$ cat config.mk
export PLATFORM = sky130hd
export DESIGN_NAME = bit_serial_adder
export DESIGN_NICKNAME = d
export VERILOG_FILES = /design/src/rtl/bit_serial_pkg.sv /design/src/rtl/bit_serial_adder_full_adder.sv /design/src/rtl/bit_serial_adder.sv
export SDC_FILE = /design/constraint.sdc
export NUM_CORES = 1
export LEC_CHECK = 0
export BUFFER_PORTS_ARGS = -buffer_cell sky130_fd_sc_hd__buf_4
export CAP_MARGIN = 40
export CORE_AREA = 4 4 68 70
export DETAILED_ROUTE_END_ITERATION = 8
export DIE_AREA = 0 0 72 74
export PLACE_DENSITY = 0.72
export SKIP_CTS_REPAIR_TIMING = 1
export SYNTH_ARGS = -nofsm -noshare
export SYNTH_HDL_FRONTEND = slang
export SYNTH_HIERARCHICAL = 1
export SYNTH_SLANG_ARGS = --single-unit
$ cat constraint.sdc
create_clock -name clk -period 1.25 [get_ports clk]
set_input_delay 0 -clock clk [delete_from_list [all_inputs] [get_ports clk]]
set_output_delay 0 -clock clk [all_outputs]
set_load 0.01 [all_outputs]
$ cat src/rtl/bit_serial_pkg.sv
// -----------------------------------------------------------------------------
// bit_serial_pkg
//
// Shared definitions for the bit-serial adder slice.
//   DEFAULT_WIDTH : default operand/result width used by bit_serial_adder
//   state_e       : FSM state encoding (IDLE=0, SHIFT=1, DONE=2)
// -----------------------------------------------------------------------------
package bit_serial_pkg;

  localparam int DEFAULT_WIDTH = 8;

  typedef enum logic [1:0] {
    IDLE  = 2'd0,
    SHIFT = 2'd1,
    DONE  = 2'd2
  } state_e;

endpackage

$ cat src/rtl/bit_serial_adder_full_adder.sv
// -----------------------------------------------------------------------------
// full_adder
//
// Purely combinational one-bit full-adder cell. The serial adder resolves every
// bit of the operation through this single cell.
//   a, b  : input  operand bits
//   c     : input  carry-in
//   sum   : output sum bit
//   carry : output carry-out
// -----------------------------------------------------------------------------
module full_adder (
  input  logic a,
  input  logic b,
  input  logic c,
  output logic sum,
  output logic carry
);

  assign sum   = a ^ b ^ c;
  assign carry = (a & b) | (c & (a ^ b));

endmodule

$ cat src/rtl/bit_serial_adder.sv
// -----------------------------------------------------------------------------
// bit_serial_adder
//
// Bit-serial WIDTH-bit adder. Operands and carry-in are captured on an accepted
// start pulse; one bit per clock is then resolved LSB first through a single
// full_adder cell. The result appears on sum/cout together with a one-cycle
// done pulse and is held until the next operation completes.
//
// Optional feature macro: BSA_SUB_MODE_EN
//   When defined, the sub port exists and sub=1 computes a - b - c (c acts as
//   borrow-in, cout as borrow-out). When undefined, the block is add-only.
//
// Ports
//   clk   : input  rising-edge clock
//   rst   : input  asynchronous active-high reset
//   start : input  request, sampled only in IDLE
//   a     : input  [WIDTH] augend / minuend
//   b     : input  [WIDTH] addend / subtrahend
//   c     : input  carry-in / borrow-in
//   sub   : input  subtract select (BSA_SUB_MODE_EN only)
//   busy  : output operation in progress, through the done cycle
//   done  : output one-cycle result-valid pulse
//   sum   : output [WIDTH] result register
//   cout  : output carry-out / borrow-out register
// -----------------------------------------------------------------------------
module bit_serial_adder
  import bit_serial_pkg::*;
#(
  parameter int WIDTH = DEFAULT_WIDTH
) (
  input  logic             clk,
  input  logic             rst,
  input  logic             start,
  input  logic [WIDTH-1:0] a,
  input  logic [WIDTH-1:0] b,
  input  logic             c,
`ifdef BSA_SUB_MODE_EN
  input  logic             sub,
`endif
  output logic             busy,
  output logic             done,
  output logic [WIDTH-1:0] sum,
  output logic             cout
);

  localparam int CNT_W = $clog2(WIDTH);
  localparam logic [CNT_W-1:0] LAST_BIT = CNT_W'(WIDTH - 1);

  state_e           state_q, state_d;
  logic [WIDTH-1:0] a_q, a_d;
  logic [WIDTH-1:0] b_q, b_d;
  logic [WIDTH-1:0] r_q, r_d;
  logic             carry_q, carry_d;
  logic [CNT_W-1:0] cnt_q, cnt_d;
  logic [WIDTH-1:0] sum_q, sum_d;
  logic             cout_q, cout_d;
  logic             done_q, done_d;

  logic [WIDTH-1:0] bLoad;
  logic             cLoad;
  logic             coutFinal;
  logic             faSum;
  logic             faCarry;

  // Subtraction is a + ~b + ~c with the final carry inverted to give a borrow.
  // The captured sub bit is what drives the DONE-time inversion, so a change
  // on the sub pin mid-operation cannot corrupt the result.
`ifdef BSA_SUB_MODE_EN
  logic sub_q, sub_d;

  assign bLoad     = b ^ {WIDTH{sub}};
  assign cLoad     = c ^ sub;
  assign coutFinal = carry_q ^ sub_q;
`else
  assign bLoad     = b;
  assign cLoad     = c;
  assign coutFinal = carry_q;
`endif

  full_adder u_fullAdder (
    .a     (a_q[0]),
    .b     (b_q[0]),
    .c     (carry_q),
    .sum   (faSum),
    .carry (faCarry)
  );

  // busy stays high through the done pulse, which is registered and therefore
  // visible one cycle after the FSM has already returned to IDLE.
  assign busy = (state_q != IDLE) || done_q;
  assign done = done_q;
  assign sum  = sum_q;
  assign cout = cout_q;

  // Next-state and datapath: load in IDLE, shift one bit per cycle in SHIFT,
  // publish the result in DONE. The counter saturates at the last bit.
  always_comb begin
    state_d = state_q;
    a_d     = a_q;
    b_d     = b_q;
    r_d     = r_q;
    carry_d = carry_q;
    cnt_d   = cnt_q;
    sum_d   = sum_q;
    cout_d  = cout_q;
    done_d  = 1'b0;
`ifdef BSA_SUB_MODE_EN
    sub_d   = sub_q;
`endif

    case (state_q)
      IDLE: begin
        if (start) begin
          a_d     = a;
          b_d     = bLoad;
          carry_d = cLoad;
          cnt_d   = '0;
`ifdef BSA_SUB_MODE_EN
          sub_d   = sub;
`endif
          state_d = SHIFT;
        end
      end

      SHIFT: begin
        r_d     = {faSum, r_q[WIDTH-1:1]};
        a_d     = a_q >> 1;
        b_d     = b_q >> 1;
        carry_d = faCarry;
        if (cnt_q == LAST_BIT) begin
          state_d = DONE;
        end else begin
          cnt_d = cnt_q + CNT_W'(1);
        end
      end

      DONE: begin
        sum_d   = r_q;
        cout_d  = coutFinal;
        done_d  = 1'b1;
        state_d = IDLE;
      end

      default: begin
        state_d = IDLE;
      end
    endcase
  end

  // State and datapath registers; reset aborts any operation without a pulse.
  always_ff @(posedge clk or posedge rst) begin
    if (rst) begin
      state_q <= IDLE;
      a_q     <= '0;
      b_q     <= '0;
      r_q     <= '0;
      carry_q <= 1'b0;
      cnt_q   <= '0;
      sum_q   <= '0;
      cout_q  <= 1'b0;
      done_q  <= 1'b0;
`ifdef BSA_SUB_MODE_EN
      sub_q   <= 1'b0;
`endif
    end else begin
      state_q <= state_d;
      a_q     <= a_d;
      b_q     <= b_d;
      r_q     <= r_d;
      carry_q <= carry_d;
      cnt_q   <= cnt_d;
      sum_q   <= sum_d;
      cout_q  <= cout_d;
      done_q  <= done_d;
`ifdef BSA_SUB_MODE_EN
      sub_q   <= sub_d;
`endif
    end
  end

endmodule

# [Word level (Yosys, flattened, before mapping)]
# Index checks and enable logic that the tools add are counted.
[totals] output_inout_bits=11 input_bits=20 wordCells=41 reg_bits=40
[classes] reduce_logical=7 add_sub_neg=1 eq_ne=6 n_bitwise=5 mux=13
[ops] op="8-bit one-hot mux with 2 select lines" n=2
[ops] op="8-bit 2-to-1 mux" n=2
[ops] op="3-bit 2-to-1 mux" n=2
[ops] op="2-bit != test, second input constant" n=3
[ops] op="3-bit one-hot mux with 2 select lines" n=1
[ops] op="2-bit 2-to-1 mux" n=2
[ops] op="2-bit one-hot mux with 2 select lines" n=1
[ops] op="2-bit AND reduction" n=2
[ops] op="2-bit nonzero test" n=2
[ops] op="3-bit by 1-bit adder with 3-bit output, second input constant" n=1
[ops] op="3-bit == test, second input constant" n=1
[ops] op="3-bit AND reduction" n=1
[ops] op="1-bit bitwise AND" n=2
[ops] op="2-bit by 1-bit == test with 1-bit output, second input constant" n=1
[ops] op="2-bit == test, second input constant" n=1
[ops] op="2-bit zero test" n=1
[ops] op="1-bit 2-to-1 mux" n=2
[ops] op="1-bit one-hot mux with 2 select lines" n=1
[ops] op="1-bit bitwise XOR" n=2
[ops] op="1-bit logical OR" n=1
[ops] op="1-bit OR" n=1

# [Longest topological paths before layout]
# Gate-level depths: netlist (run 1).
[depth] depth_word=4 ltp_mapped=4 mapped_depth_nobuf=4

# [Cells and area by module]
# The synthesis (run 1) kept the hierarchy.
[by_module_without_submodules] module="bit_serial_adder" seq_area_each_um2=1001.0 n_inst=1 cells_per_inst=156 area_per_inst_um2=1919.3
[by_module_without_submodules] module="full_adder" seq_area_each_um2=0.0 n_inst=1 cells_per_inst=1 area_per_inst_um2=20.0

# [Least setup slack after synthesis (run 1)]
# No wires, ideal clock.
[synth_timing] path_type="register to register" startpoint="reg cnt_q[0]" endpoint="reg cnt_q[2]" n_path_buf=0 setup_time_ns=0.126 arrival_ns=1.218 path_stages_with_launch=5 period_less_slack_ns=1.344 required_ns=1.124 slack_ns=-0.094 path_cell_list="dfrtp_1 ha_1 ha_1 nor2b_1 a221o_1"
[synth_via] elab_chain_len=3 word_cells_on_any_way=6 classes_between="1 x add/sub; 2 x eq/ne; 2 x mux; 1 x reduce/logical"
[synth_rtl] element="from (decl)" line_no="bit_serial_adder.sv:54" text="logic [CNT_W-1:0] cnt_q, cnt_d;"
[synth_rtl] element="from (signal assigned)" line_no="bit_serial_adder.sv:171" text="cnt_q <= cnt_d;"
[synth_rtl] element="3-bit by 1-bit adder with 3-bit output or 3-bit == test (tied branches)" line_no="bit_serial_adder.sv:133, bit_serial_adder.sv:130"
[synth_rtl] element="3-bit 2-to-1 mux or 2-bit != test (tied branches)"
[synth_rtl] element="3-bit one-hot mux with 2 select lines or 3-bit AND reduction (tied branches)"
# Several ways; a longest one is shown, not always the timed one. The select of a mux whose other input is x is not followed.
# A chain may end at the register's enable or synchronous reset.

# [Worst setup path in the final report (run 1)]
[layout_timing] startpoint="reg state_q[0]" endpoint="reg cnt_q[2]"
[layout_via] elab_chain_len=3 word_cells_on_any_way=7 classes_between="3 x eq/ne; 1 x mux; 3 x reduce/logical"
[layout_rtl] element="from (decl)" line_no="bit_serial_adder.sv:49" text="state_e state_q, state_d;"
[layout_rtl] element="from (signal assigned)" line_no="bit_serial_adder.sv:166" text="state_q <= state_d;"
[layout_rtl] element="2-bit by 1-bit == test with 1-bit output or 2-bit zero test (tied branches)" line_no="bit_serial_adder.sv:111" text="case (state_q)"
[layout_rtl] element="2-bit != test (no source line) or 2-bit nonzero test (tied branches)"
[layout_rtl] element="3-bit AND reduction (no source line)"
# Several ways; a longest one is shown, not always the timed one.

==> results of run 1 <==
-- cell type report --
cell class | count | area share [%]
clock buffers | 6 | 2.81
clock inverters | 2 | 1.36
inverters | 19 | 2.76
multi-input cells | 87 | 35.7
flip-flops and latches | 40 | 38.8
well taps | 50 | 2.42
repair buffers | 49 | 16.2
-- sequential cells by signal, indices dropped and copies added (netlist names) --
name and count:
a_q 8, b_q 8, carry_q 1, cnt_q 3, cout 1, done 1, r_q 8, state_q 2
sum 8
-- layer usage --
metal  track usage [%]  up-vias  part of all wire (%)
li1                  -      644                     -
met1              18.9      695                    45
met2              26.2       28                    51
met3              4.73        2                   4.1
met4              3.76        0                  0.29
met5                 0        -                     0
-- worst reg2reg max path, stage by stage, from the launching register on --
cell	delay (ns)
dfrtp_1	0.41
buf_6	0.15
buf_12	0.15
nor2b_1	0.17
a221o_1	0.33
-- power groups by stage --
stage	logic [mW]	registers [mW]	clock network, mW
after detailed placement	2.34	2.24	0
after CTS	2.36	2.22	1.05
after global placement	2.23	2.20	0
after floorplan	1.73	2.21	0
after global routing	3.06	2.34	1.12
final	2.83	2.26	1.03
-- per-stage QoR --
step           cells  power, mW  setup TNS [ns]  instance area [um^2]  hold WS (ns)
2_1_floorplan    157       3.95         -0.0238                  1950         0.203
6_report         253       6.12          -0.293                  2580        0.0319
3_3_place_gp     237       4.44           -3.89                  2240         0.148
3_5_place_dp     238       4.59           -2.30                  2250         0.166
4_1_cts          246       5.63           -2.82                  2360        -0.143
5_1_grt          253       6.52           -1.26                  2580        0.0298
-- Yosys cell counts (all sizes together) (3+ instances only) --
library cell  number
nor3b             12
nor4b              5
dfrtp             40
inv               19
and3               3
buf               10
a221oi            14
mux2              17
nor2b              5
nor2              11
-- kinds of logic (layout without fill, tap and decap cells) --
logic type,after synthesis,count (layout)
AND/OR/NAND/NOR,44,45
flip-flops,40,40
buffers and inverters,31,76
adder cells (fa/ha/maj),3,3
AO/OA/AOI/OAI,22,22
multiplexers,17,17
-- path summary, 6_finish.rpt --
path                              end  slack [ns]
hold / removal                 a_q[2]        0.03
hold reg to reg                sum[5]        0.51
max in group asynchronous  state_q[1]        0.47
setup reg to reg             cnt_q[2]       -0.07
min in group asynchronous      r_q[2]        0.40
setup / recovery             cnt_q[2]       -0.07
==> summary.txt, run 1 <==
outcome -> finished, violations left
failing checks -> negative setup slack
peak supply drop -> 0.852 mV
share of cells above drive strength 1 -> 49.8%
initial antenna violation count -> 0
CP arrival -> 1.50 ns
CTS H-tree depth -> 2
Worst setup EP type -> flip-flop
Initial Util -> 48.8%
Layout area overhead -> 33.3%
prevailing post-synth register cell -> dfrtp_1
Max-Cap Viols -> 0
I/O Buffers -> 30
RSZ-0062 raised after global routing -> yes
die area -> 0.00533 mm^2
switching share of power -> 32.5%
critical path class -> flip-flop to flip-flop
via density per instance -> 5.41
utilization after layout -> 65.1%
fmax -> 756 MHz
clk sinks -> 40
CP max stage delay -> 0.41 ns
Netlist Area Pre-Place -> 0.00194 mm^2
ant diodes -> 0
final hold violation count -> 0
1st-pass router iterations -> 4
overall routing resource usage -> 15.2%
placer congestion estimate -> 0.780
CP Cell Sequence -> buf_6, buf_12, nor2b_1, a221o_1
Yosys top cell area share -> 51.6%
Worst Path Buf+Inv -> 2
# fillers -> 314
Clk network pwr share -> 16.8%
Worst Hold Launch -> a[2]
area of the multi-input gates -> 923 um^2
cell taking the most area after synthesis -> dfrtp_1
hold path depth -> 3
post-synthesis mux area share -> 10.1%
commonest non-fill, non-tap cell in the layout -> buf_4
skew final -> 0.00381 ns
first-pass GRT wire length -> 6.34 mm
CTS buffer count -> 5
cell family with most CP delay -> flip-flops
count of state elements after synthesis -> 40
# setup viols final -> 10
# IOs -> 31
initial DRC count -> 96
worst reg-to-reg path cell count -> 4
Final ANT Viol Nets -> 0
Psw -> 1.99 mW
post-synthesis adder-cell area fraction -> 2.32%
crit path launch type -> flip-flop
register area -> 0.00100 mm^2
DR DRC count -> 0
Netlist cell types -> 28
root buffer cell -> clkbuf_8
total vias in the final route -> 1369
Req. time, crit path -> 1.42 ns
Compound-Gate Fraction of Synth Area -> 13.5%
worst slack at placement -> -0.147 ns
number of global-route vias before repair -> 1398
crit path from -> state_q[0]
r2r startpoint -> state_q[0]
Nets -> 225
Core Footprint -> 0.00397 mm^2
Die X -> 72 um
leakage -> 1.22 nW
Synth Area in Simple Gates -> 14.3%
Avg WL per Cell -> 16.3 um
relative slew slack -> 66.1%
Hold/Removal Path Class -> primary input to flip-flop
Die Y-Extent -> 74 um
Post-synth ARST share -> 100%
Slew @ Worst Pin -> 0.509 ns
Max Root-Sink Buffers -> 2
Sequential Power Share -> 36.9%
Syn Inst Count -> 157
Crit-path slowest cell -> dfrtp_1
Pint -> 4.13 mW
Congestion Overflow GR -> 0
Max Fanout on Critical Path -> 24
crit path time final -> 1.32 ns
largest net degree at the start of global routing -> 41
sequential element share of the synthesized area -> 51.6%
WP depth -> 4
top cells by area, synth -> dfrtp_1 52%, mux2_2 9.3%, a221oi_2 7.0%, nor3b_1 4.6%, inv_1 3.7%
Synthesis Warnings -> 6
most frequent cells in the layout -> 40 x buf_4, 39 x dfrtp_1, 19 x inv_1, 15 x mux2_4, 11 x nor2_1
post-synthesis xor/xnor area fraction -> 0%
fin crit share -> 106%
synthesized area per cell -> 12.4 um^2
Synth Net Count -> 180
setup ws final -> -0.0727 ns
number of cell rows -> 23
Comb power frac -> 46.2%
largest family of logic cells by synthesized area -> simple AND/OR/NAND/NOR gates
Power Density -> 2370 mW/mm^2
HPWL after DPL -> 2.60 mm
Routed WL -> 4.11 mm
CTS tree -> yes
Clock Latency Late Sink -> 0.29 ns
fin. max-slew vios -> 0
EDFF count, synth -> 0
clk slew on worst S/H paths -> 0.08 ns
Power figures use the tool's default switching activity.
==> run 2, diff against run 1 <==
==> constraint.sdc (replaced) <==
create_clock -name clk -period 1.25 [get_ports clk]
set_input_delay 0.0625 -clock clk [delete_from_list [all_inputs] [get_ports clk]]
set_output_delay 0.0625 -clock clk [all_outputs]
set_load 0.01 [all_outputs]
==> summary.txt, run 2 (same netlist as run 1, synthesis figures left out) <==
die area -> 0.00533 mm^2
initial antenna violation count -> 0
CP Cell Sequence -> buf_6, or3_4, buf_6
CP arrival -> 1.27 ns
cell family with most CP delay -> flip-flops
leakage -> 1.16 nW
Worst Path Buf+Inv -> 2
Routed WL -> 3.83 mm
clk sinks -> 40
RSZ-0062 raised after global routing -> yes
outcome -> finished, violations left
Worst Hold Launch -> a[2]
most frequent cells in the layout -> 39 x dfrtp_1, 39 x buf_4, 19 x inv_1, 16 x mux2_2
Initial Util -> 48.8%
HPWL after DPL -> 2.60 mm
Req. time, crit path -> 1.19 ns
I/O Buffers -> 30
CTS tree -> yes
failing checks -> negative setup slack
total vias in the final route -> 1333
fin. max-slew vios -> 0
placed cells -> 238
largest net degree at the start of global routing -> 41
final hold violation count -> 0
R2R setup slack -> -0.08 ns
crit path launch type -> flip-flop
Max Fanout on Critical Path -> 5
CTS buffer count -> 5
Slew @ Worst Pin -> 0.507 ns
DR DRC count -> 0
final setup TNS -> -0.803 ns
# setup viols final -> 24
fin crit share -> 107%
peak supply drop -> 0.834 mV
critical path class -> flip-flop to primary output
skew final -> 0.00342 ns
ant diodes -> 0
most used cell, CP -> buf_6
via density per instance -> 5.33
Die X -> 72 um
share of cells above drive strength 1 -> 47.5%
relative slew slack -> 66.2%
Final Non-Filler Cells -> 250
clk slew on worst S/H paths -> 0.07 ns
setup ws final -> -0.0844 ns
Max Root-Sink Buffers -> 2
1st-pass router iterations -> 4
number of global-route vias before repair -> 1398
Congestion Overflow GR -> 0
# IOs -> 31
Crit-path slowest cell -> dfrtp_1
number of cell rows -> 23
r2r startpoint -> cnt_q[0]
overall routing resource usage -> 15.2%
worst slack at placement -> -0.147 ns
Worst setup EP type -> primary output
root buffer cell -> clkbuf_8
Power Density -> 2340 mW/mm^2
Final ANT Viol Nets -> 0
Layout area overhead -> 27.8%
initial DRC count -> 78
crit path time final -> 1.33 ns
CTS H-tree depth -> 2
fmax -> 749 MHz
Hold/Removal Path Class -> primary input to flip-flop
Avg WL per Cell -> 15.3 um
Clock Latency Late Sink -> 0.28 ns
CP max stage delay -> 0.40 ns
Max-Cap Viols -> 0
crit path from -> state_q[0]
Core Footprint -> 0.00397 mm^2
Nets -> 222
first-pass GRT wire length -> 6.34 mm
placer congestion estimate -> 0.780
Die Y-Extent -> 74 um
==> run 2: per-stage QoR <==
stage               area, um^2  total power, mW  hold slack [ns]  utilization (%)
finish                    2480             5.81           0.0953             62.4
global route              2480             6.21           0.0914             62.4
CTS                       2360             5.63          -0.0809             59.4
detailed placement        2250             4.59            0.229             56.7
global placement          2240             4.44            0.211             56.5
floorplan                 1950             3.95            0.265                -
==> run 2: per-layer routing <==
metal / vias to the layer above / wire length, um / global-route usage (%)
met1: 662 / 1670 / 18.9
met4: 0 / 12 / 3.76
li1: 635 / - / -
met3: 2 / 188 / 4.73
met5: - / 0 / 0
met2: 34 / 1960 / 26.2
==> run 2: area by class of cell <==
type | instances | area, um^2
inverters | 19 | 71.3
fillers | 325 | 1490
multi-input cells | 86 | 845
clock inverters | 2 | 35.0
flip-flops and latches | 40 | 1000
repair buffers | 47 | 390
clock buffers | 6 | 72.6
well taps | 50 | 62.6
==> run 2: path summary, 6_finish.rpt <==
path / end / cells past startpoint
worst min-delay path: a_q[2] / 3
max in group asynchronous: state_q[1] / 4
min in group asynchronous: sum[5] / 4
worst max register to register: cnt_q[2] / 4
worst max-delay path: busy / 3
worst min register to register: sum[5] / 1
==> run 2: worst min-delay path: cells and delay by family <==
kind            cells  cell delay [ns]
simple gates        1             0.09
buf+inv             1             0.11
compound gates      1             0.07
==> run 2: power breakdown <==
part / switching, mW / internal (mW) / total, mW
registers: 0.348 / 1.87 / 2.22
logic: 1.10 / 1.46 / 2.56
clock network: 0.429 / 0.592 / 1.02
==> run 3, diff against run 2 <==
--- a/config.mk
+++ b/config.mk
@@ -8,10 +8,12 @@
 export BUFFER_PORTS_ARGS = -buffer_cell sky130_fd_sc_hd__buf_4
 export CAP_MARGIN = 40
 export CORE_AREA = 4 4 68 70
+export CTS_CLUSTER_SIZE = 24
 export DETAILED_ROUTE_END_ITERATION = 8
 export DIE_AREA = 0 0 72 74
 export PLACE_DENSITY = 0.72
 export SKIP_CTS_REPAIR_TIMING = 1
+export SKIP_LAST_GASP = 1
 export SYNTH_ARGS = -nofsm -noshare
 export SYNTH_HDL_FRONTEND = slang
 export SYNTH_HIERARCHICAL = 1
==> summary.txt, run 3 (same netlist as run 1, synthesis figures left out) <==
skew final -> 0.00426 ns
RSZ-0062 raised after global routing -> yes
Routed WL -> 3.80 mm
critical path class -> flip-flop to primary output
crit path time final -> 1.34 ns
commonest non-fill, non-tap cell in the layout -> buf_4
I/O Buffers -> 30
failing checks -> negative setup slack
final hold violation count -> 0
CP arrival -> 1.27 ns
# setup viols final -> 22
CTS buffer count -> 5
worst reg-to-reg path cell count -> 4
largest net degree at the start of global routing -> 41
root buffer cell -> clkbuf_8
CTS H-tree depth -> 2
number of cell rows -> 23
Max-Cap Viols -> 0
clk slew on worst S/H paths -> 0.07 ns
Initial Util -> 48.8%
Avg WL per Cell -> 15.2 um
relative slew slack -> 65.8%
r2r startpoint -> cnt_q[0]
Req. time, crit path -> 1.19 ns
Final ANT Viol Nets -> 0
ant diodes -> 0
leakage -> 1.15 nW
fin. max-slew vios -> 0
Hold Path Sink -> a_q[2]
number of global-route vias before repair -> 1398
Die X -> 72 um
outcome -> finished, violations left
Worst setup EP type -> primary output
Nets -> 222
CTS tree -> yes
HPWL after DPL -> 2.60 mm
first-pass GRT wire length -> 6.34 mm
Worst Hold Launch -> a[2]
Final Non-Filler Cells -> 250
fin crit share -> 107%
Core Footprint -> 0.00397 mm^2
placed cells -> 238
Hold/Removal Path Class -> primary input to flip-flop
initial DRC count -> 91
total vias in the final route -> 1334
Clock Latency Late Sink -> 0.29 ns
hold path depth -> 3
final setup TNS -> -0.731 ns
overall routing resource usage -> 15.2%
Die Y-Extent -> 74 um
fmax -> 748 MHz
setup ws final -> -0.0860 ns
Max Fanout on Critical Path -> 5
via density per instance -> 5.34
share of cells above drive strength 1 -> 47.0%
placer congestion estimate -> 0.780
die area -> 0.00533 mm^2
crit path launch type -> flip-flop
most frequent cells in the layout -> 40 x buf_4, 39 x dfrtp_1, 19 x inv_1, 16 x mux2_2, 12 x nor3b_1
utilization after layout -> 62.2%
reg2reg end -> cnt_q[2]
Congestion Overflow GR -> 0
Layout area overhead -> 27.4%
Max Root-Sink Buffers -> 2
1st-pass router iterations -> 4
peak supply drop -> 0.837 mV
Power Density -> 2340 mW/mm^2
R2R setup slack -> -0.08 ns
clk sinks -> 40
total power -> 5.78 mW
initial antenna violation count -> 0
Slew @ Worst Pin -> 0.513 ns
DR DRC count -> 0
# IOs -> 31
## run 3: cell counts in the layout (fill, tap and decap cells not counted)
No cell type changed its count.
## run 3: worst max path at each step
stage                     endpoint  slack (ns)  cells past startpoint  startpoint
after floorplan           cnt_q[2]       -0.02                      4    cnt_q[0]
after global placement      a_q[5]       -0.32                      2  state_q[0]
after detailed placement    a_q[5]       -0.15                      3  state_q[0]
after CTS                     busy       -0.18                      3  state_q[0]
after global routing          busy       -0.13                      3  state_q[0]
final                         busy       -0.09                      3  state_q[0]
## run 3: critical path, stage by stage (launching register included)
cell	delay, ns
dfrtp_1	0.40
buf_6	0.14
or3_4	0.33
buf_6	0.13
## run 3: metal layers
metal	routed length [um]	vias up	global-route usage (%)	part of all wire, %
li1	-	636	-	-
met1	1640	659	18.9	43
met2	1960	37	26.2	51
met3	190	2	4.73	5.0
met4	12	0	3.76	0.32
met5	0	-	0	0
## run 3: area by class of cell
cell class	instances	area, um^2
tap	50	62.6
clock buffer	6	72.6
multi-input combinational	86	840
sequential	40	1000
inverter	19	71.3
timing repair buffer	47	387
fill	325	1500
clock inverter	2	35.0
## run 3: stage by stage
| step | worst slack [ns] | hold WS, ns | instance area, um^2 |
|---|---|---|---|
| final | -0.0860 | 0.0942 | 2470 |
| after global routing | -0.128 | 0.0914 | 2470 |
| after CTS | -0.175 | -0.0809 | 2360 |
| after detailed placement | -0.147 | 0.229 | 2250 |
| after global placement | -0.316 | 0.211 | 2240 |
| after floorplan | -0.0238 | 0.265 | 1950 |
## run 3: power by group
part	internal (mW)	switching, mW
registers	1.87	0.344
clock network	0.592	0.435
logic	1.45	1.09
